`src/rtl/slb_pool_reader_if.sv`:
```
// Pixel-stream and pooled-result signals between the SLB, the pooling reader and its consumer.
// The master side drives the pixel stream; the slave side is the pooling reader.
interface slb_pool_reader_if #(
  parameter int DW = 8
);
  logic          start;
  logic          in_valid;
  logic [DW-1:0] in_data;
  logic          busy;
  logic          out_valid;
  logic [DW-1:0] out_data;
  logic          frame_done;

  modport master (
    output start, in_valid, in_data,
    input  busy, out_valid, out_data, frame_done
  );

  modport slave (
    input  start, in_valid, in_data,
    output busy, out_valid, out_data, frame_done
  );
endinterface

```
`src/rtl/slb_pool_reader.sv`:
```
// SLB consumer: 2x2 stride-2 max pooling over a raster-order pixel stream, one frame per start pulse.
// Optional macro SLB_POOL_SIGNED_EN switches every max comparison to two's-complement signed.
module slb_pool_reader #(
  parameter int DW    = 8,
  parameter int IMG_W = 28,
  parameter int IMG_H = 28,
  parameter int CW    = 5
) (
  input logic              clk,
  input logic              rst_n,
  slb_pool_reader_if.slave bus
);

  localparam int HALF_W = IMG_W / 2;
  localparam int IW     = (HALF_W > 1) ? $clog2(HALF_W) : 1;
  localparam logic [CW-1:0] COL_LAST = CW'(IMG_W - 1);
  localparam logic [CW-1:0] ROW_LAST = CW'(IMG_H - 1);

  typedef enum logic [1:0] {IDLE, RUN, DONE} state_t;

  state_t        state_q, state_d;
  logic [CW-1:0] col_q, col_d;
  logic [CW-1:0] row_q, row_d;
  logic [DW-1:0] pair_q, pair_d;
  logic [DW-1:0] outData_q, outData_d;
  logic          outValid_q, outValid_d;

  logic [DW-1:0] rowBuf [HALF_W];
  logic [IW-1:0] bufIdx;
  logic [DW-1:0] hMax;
  logic          bufWrite;

  function automatic logic [DW-1:0] maxOf(input logic [DW-1:0] a, input logic [DW-1:0] b);
`ifdef SLB_POOL_SIGNED_EN
    return ($signed(a) > $signed(b)) ? a : b;
`else
    return (a > b) ? a : b;
`endif
  endfunction

  // Each horizontal pair of a row shares one buffer slot, so the slot index is col>>1.
  assign bufIdx = col_q[IW:1];
  assign hMax   = maxOf(pair_q, bus.in_data);

  always_comb begin
    state_d    = state_q;
    col_d      = col_q;
    row_d      = row_q;
    pair_d     = pair_q;
    outData_d  = outData_q;
    outValid_d = 1'b0;
    bufWrite   = 1'b0;
    case (state_q)
      IDLE: begin
        if (bus.start) begin
          state_d = RUN;
          col_d   = '0;
          row_d   = '0;
        end
      end
      RUN: begin
        if (bus.in_valid) begin
          // Even rows park the horizontal max; odd rows close the window against it.
          if (!col_q[0]) begin
            pair_d = bus.in_data;
          end else if (!row_q[0]) begin
            bufWrite = 1'b1;
          end else begin
            outData_d  = maxOf(rowBuf[bufIdx], hMax);
            outValid_d = 1'b1;
          end
          if (col_q == COL_LAST) begin
            col_d = '0;
            if (row_q == ROW_LAST) begin
              row_d   = '0;
              state_d = DONE;
            end else begin
              row_d = row_q + CW'(1);
            end
          end else begin
            col_d = col_q + CW'(1);
          end
        end
      end
      DONE:    state_d = IDLE;
      default: state_d = IDLE;
    endcase
  end

  always_ff @(posedge clk or negedge rst_n) begin
    if (!rst_n) begin
      state_q    <= IDLE;
      col_q      <= '0;
      row_q      <= '0;
      pair_q     <= '0;
      outData_q  <= '0;
      outValid_q <= 1'b0;
    end else begin
      state_q    <= state_d;
      col_q      <= col_d;
      row_q      <= row_d;
      pair_q     <= pair_d;
      outData_q  <= outData_d;
      outValid_q <= outValid_d;
    end
  end

  // Buffer contents are only read after being written in the same frame, so no reset.
  always_ff @(posedge clk) begin
    if (bufWrite) begin
      rowBuf[bufIdx] <= hMax;
    end
  end

  assign bus.busy       = (state_q == RUN);
  assign bus.frame_done = (state_q == DONE);
  assign bus.out_valid  = outValid_q;
  assign bus.out_data   = outData_q;

endmodule
```
`src/flat_wrapper.sv`:
```
// flat-port wrapper written by rule: the top's interface ports become plain ports
module slb_pool_reader_flat 
#(
  parameter int DW    = 8,
  parameter int IMG_W = 28,
  parameter int IMG_H = 28,
  parameter int CW    = 5
)
  (clk, rst_n, bus_start, bus_in_valid, bus_in_data, bus_busy, bus_out_valid, bus_out_data, bus_frame_done);
  slb_pool_reader_if #(.DW(DW)) bus_i ();
  input logic clk;
  input logic rst_n;
  input wire logic [$bits(bus_i.start)-1:0] bus_start;
  input wire logic [$bits(bus_i.in_valid)-1:0] bus_in_valid;
  input wire logic [$bits(bus_i.in_data)-1:0] bus_in_data;
  output wire logic [$bits(bus_i.busy)-1:0] bus_busy;
  output wire logic [$bits(bus_i.out_valid)-1:0] bus_out_valid;
  output wire logic [$bits(bus_i.out_data)-1:0] bus_out_data;
  output wire logic [$bits(bus_i.frame_done)-1:0] bus_frame_done;
  assign bus_i.start = bus_start;
  assign bus_i.in_valid = bus_in_valid;
  assign bus_i.in_data = bus_in_data;
  assign bus_busy = bus_i.busy;
  assign bus_out_valid = bus_i.out_valid;
  assign bus_out_data = bus_i.out_data;
  assign bus_frame_done = bus_i.frame_done;
  slb_pool_reader #(.DW(DW), .IMG_W(IMG_W), .IMG_H(IMG_H), .CW(CW)) u_core (.clk(clk), .rst_n(rst_n), .bus(bus_i));
endmodule
```
`config.mk`:
```
export PLATFORM = sky130hd
export DESIGN_NAME = slb_pool_reader_flat
export DESIGN_NICKNAME = d
export VERILOG_FILES = /design/src/rtl/slb_pool_reader_if.sv /design/src/rtl/slb_pool_reader.sv /design/src/flat_wrapper.sv
export SDC_FILE = /design/constraint.sdc
export NUM_CORES = 1
export LEC_CHECK = 0
export ABC_AREA = 1
export CORE_ASPECT_RATIO = 0.9
export CORE_MARGIN = 1.5
export CORE_UTILIZATION = 58
export DETAILED_ROUTE_END_ITERATION = 16
export GPL_ROUTABILITY_DRIVEN = 0
export PLACE_DENSITY = 0.76
export SYNTH_ARGS = -nofsm -noshare
export SYNTH_HDL_FRONTEND = slang
export SYNTH_SLANG_ARGS = --single-unit
```
`constraint.sdc`:
```
create_clock -name clk -period 9.32 [get_ports clk]
set_clock_uncertainty 0.05 [all_clocks]
set_input_delay 1.864 -clock clk [delete_from_list [all_inputs] [get_ports clk]]
set_output_delay 1.864 -clock clk [all_outputs]
set_load 0.05 [all_outputs]
```
==> out/metrics.yaml <==
run_status:
  status: "completed"
floorplanning:
  die_area_um2: 12100
  dieHeight_um: 105
  die_width_um: 116
  start_util_pct: 60.5
  fp-row-count: 36
  core_um2: 11000
  ios: 23
timing:
  drv_slew: 0
  finalSetupTns_ns: 0
  fin_crit_sh_pct: 56.0
  worst_pin_slew_ns: 0.846
  hold_ws_ns: 0.433
  setup_slack_ns: 4.10
  fin_crit_ns: 5.22
  slew_headroom_pct: 43.4
  finalSetupViolCount: 0
  max_freq_mhz: 191
  hold_viol: 0
  rsz0062_at_grt: "false"
routing:
  vias_per_cell: 5.43
  first_pass_iters: 5
  initialDrtViolationCount: 456
  vias: 4787
  drt-wirelength-per-cell_um: 16.5
  postRouteAntennaNets: 0
  wl_mm: 14.6
  drc_errors: 0
grt:
  grt_usage_pct: 26.0
  antenna_found_initial: 0
  grt_overflow_total: 0
  grt_max_degree: 62
  grt_pass1_wl_mm: 23.4
  grt_pass1_vias: 4643
clock_network:
  cts_root_buf: "clkbuf_16"
  cts_resized: 0
  cts_buffers: 17
  cts_buffer_depth: 2
  cts_sinks: 141
  tritoncts: "done"
  holdBufCountCts: 0
  post_cts_buffers: 0
  cts_max_level: 4
  insertion_delay_ns: 0.42
  clkTransAtPathRegs_ns: 0.06
place:
  pre_cts_slack_ns: 3.77
  postPlaceCellArea_um2: 6930
  portBuffers: 22
  place_inst: 850
  hpwlAfterDp_mm: 9.09
final_layout:
  final_cells: 882
  fillers: 856
  diodes: 0
  syn_to_final_growth_pct: 13.6
  drive_gt1_share_pct: 7.40
  nNetsFinal: 747
  final_cell_area_um2: 7550
  post-route-util_pct: 68.7
power:
  total_power_mw: 2.52
  pwr-share-comb_pct: 38.4
  p_sw_mw: 0.979
  p_sw_share_pct: 38.9
  irDropWorstVdd_mv: 0.166
  p_int_mw: 1.54
  p_leak_nw: 3.38
  p_per_area_nw_per_um2: 333
  seqPwrFrac_pct: 33.4
  clockPowerShare_pct: 28.2
worst_setup_path:
  crit_family: "simple AND/OR/NAND/NOR gates"
  max_stage_delay_ns: 0.49
  critical_path_buf_inv_count: 4
  path_cells: "clkdlybuf4s50_1, inv_1, ha_1, nand2_1, nor2_1, nand4_2, nand2_1, nand2_1, nand2_1, inv_1, ha_1, nand2_1, nor2_1, nand3_1, nor2_1, a21oi_4, inv_1, nand3_1, nand2_1, nand2_1"
  path_class: "input port to flop"
  crit_top_cell: "nand2_1"
  required_ns: 9.58
  cp_slowest_cell: "clkdlybuf4s50_1"
  crit_path_end_kind: "flop"
  cp_max_fo: 15
  startpoint_type: "input port"
  worstPathArrival_ns: 5.48
yosys:
  synth_area_leaders: "edfxtp_1 (51%), nand2_1 (19%), dfrtp_1 (11%), ha_1 (3.4%), nor2_1 (2.5%)"
  yosysTopAreaCellShare_pct: 50.6
  synthArstFlopShare_pct: 20.6
  synth-seq-cells: 141
  syn_avg_cell_area_um2: 9.58
  synth-edff-count: 112
  yosys_warnings: 0
  syn_inst: 694
  synth_most_common_cell: "nand2_1"
  synth_area_um2: 6650
  synth_top_flop_cell: "edfxtp_1"
  synth.top_cells.by_count: "nand2_1 (332), edfxtp_1 (112), nor2_1 (44)"
  ys_seq_area_share_pct: 61.5
  yosysTopAreaCell: "edfxtp_1"
  synth_cell_types: 38
  syn_nets: 724
min_path:
  hold_path.class: "flop to flop"
flow_run:
  cap_violations: 0
-- worst register-to-register path, stage by stage, from the launching register on --
cell	delay, ns
dfrtp_1	0.40
ha_1	0.31
nand2_1	0.07
nor2_1	0.18
nand4_2	0.21
nand2_1	0.28
nand2_1	0.13
nand2_1	0.44
inv_1	0.11
ha_1	0.30
nand2_1	0.07
nor2_1	0.14
nand3_1	0.10
nor2_1	0.19
a21oi_4	0.09
inv_1	0.21
nand3_1	0.12
nand2_1	0.08
nand2_1	0.04
-- power groups by stage --
stage          clock network (mW)  logic (mW)  registers (mW)
5_1_grt                     0.744        1.08           0.848
3_5_place_dp                    0       0.949           0.852
2_1_floorplan                   0       0.670           0.895
4_1_cts                     0.715       0.964           0.841
3_3_place_gp                    0       0.912           0.849
6_report                    0.710       0.968           0.841
-- path summary, 6_finish.rpt --
path                                        start                endpoint  slack [ns]  depth (start not counted)
hold / removal             u_core.bus.out_data[2]  u_core.bus.out_data[2]        0.43                          2
setup / recovery                   bus_in_data[7]  u_core.bus.out_data[7]        4.10                         20
setup reg to reg                 u_core.pair_q[7]  u_core.bus.out_data[7]        5.68                         18
max in group asynchronous                   rst_n         u_core.col_q[1]        7.14                          2
hold reg to reg            u_core.bus.out_data[2]  u_core.bus.out_data[2]        0.43                          2
min in group asynchronous                   rst_n         u_core.col_q[2]        1.78                          2
-- final cells by class --
cell class | count | area, um^2 | share of cell area [%]
multi-input combinational | 488 | 2240 | 29.7
tap | 152 | 190 | 2.52
inverter | 44 | 169 | 2.24
sequential | 141 | 4090 | 54.1
timing repair buffer | 25 | 243 | 3.21
clock inverter | 7 | 135 | 1.79
clock buffer | 25 | 485 | 6.43
-- placed cells by master (no fill, tap or decap), types with 2 or more instances in the layout --
master	instances
nand2_1	332
edfxtp_1	112
nor2_1	44
inv_1	39
dfrtp_1	28
nand3_1	26
clkdlybuf4s50_1	22
ha_1	18
clkbuf_16	17
a21oi_1	15
o21ai_1	13
o21ai_0	7
nor2_2	5
clkbuf_1	5
nand4_1	4
bufinv_16	4
nand2_2	3
inv_2	3
nand2_4	3
clkbuf_8	3
buf_4	3
o311ai_0	2
clkinv_1	2
-- routing by layer --
| layer | GRT usage (%) | vias up | wire [um] | part of all wire, % |
|---|---|---|---|---|
| li1 | - | 2312 | - | - |
| met1 | 33.7 | 2282 | 6100 | 42 |
| met2 | 42.1 | 168 | 7190 | 49 |
| met3 | 8.00 | 25 | 1040 | 7.1 |
| met4 | 7.84 | 0 | 239 | 1.6 |
| met5 | 0 | - | 0 | 0 |
-- cell families (layout without fill, tap and decap cells) --
| kind of cell | Yosys count | count (layout) | share of synthesized area, % |
|---|---|---|---|
| fa+ha+maj | 18 | 18 | 3.39 |
| buf+inv | 65 | 101 | 4.80 |
| compound gates | 46 | 46 | 4.18 |
| flops | 141 | 141 | 61.5 |
| simple gates | 422 | 422 | 25.9 |
| xor+xnor | 2 | 2 | 0.263 |
-- flip-flops by register name, summed over array words and instances, names as in the netlist --
register and count:
u_core.bus.out_data 8, u_core.row_q 5, u_core.rowBuf 112, u_core.bus.out_valid 1, u_core.col_q 5, u_core.pair_q 8, u_core.state_q 2
No activity file was read; power rests on OpenSTA's default activity.
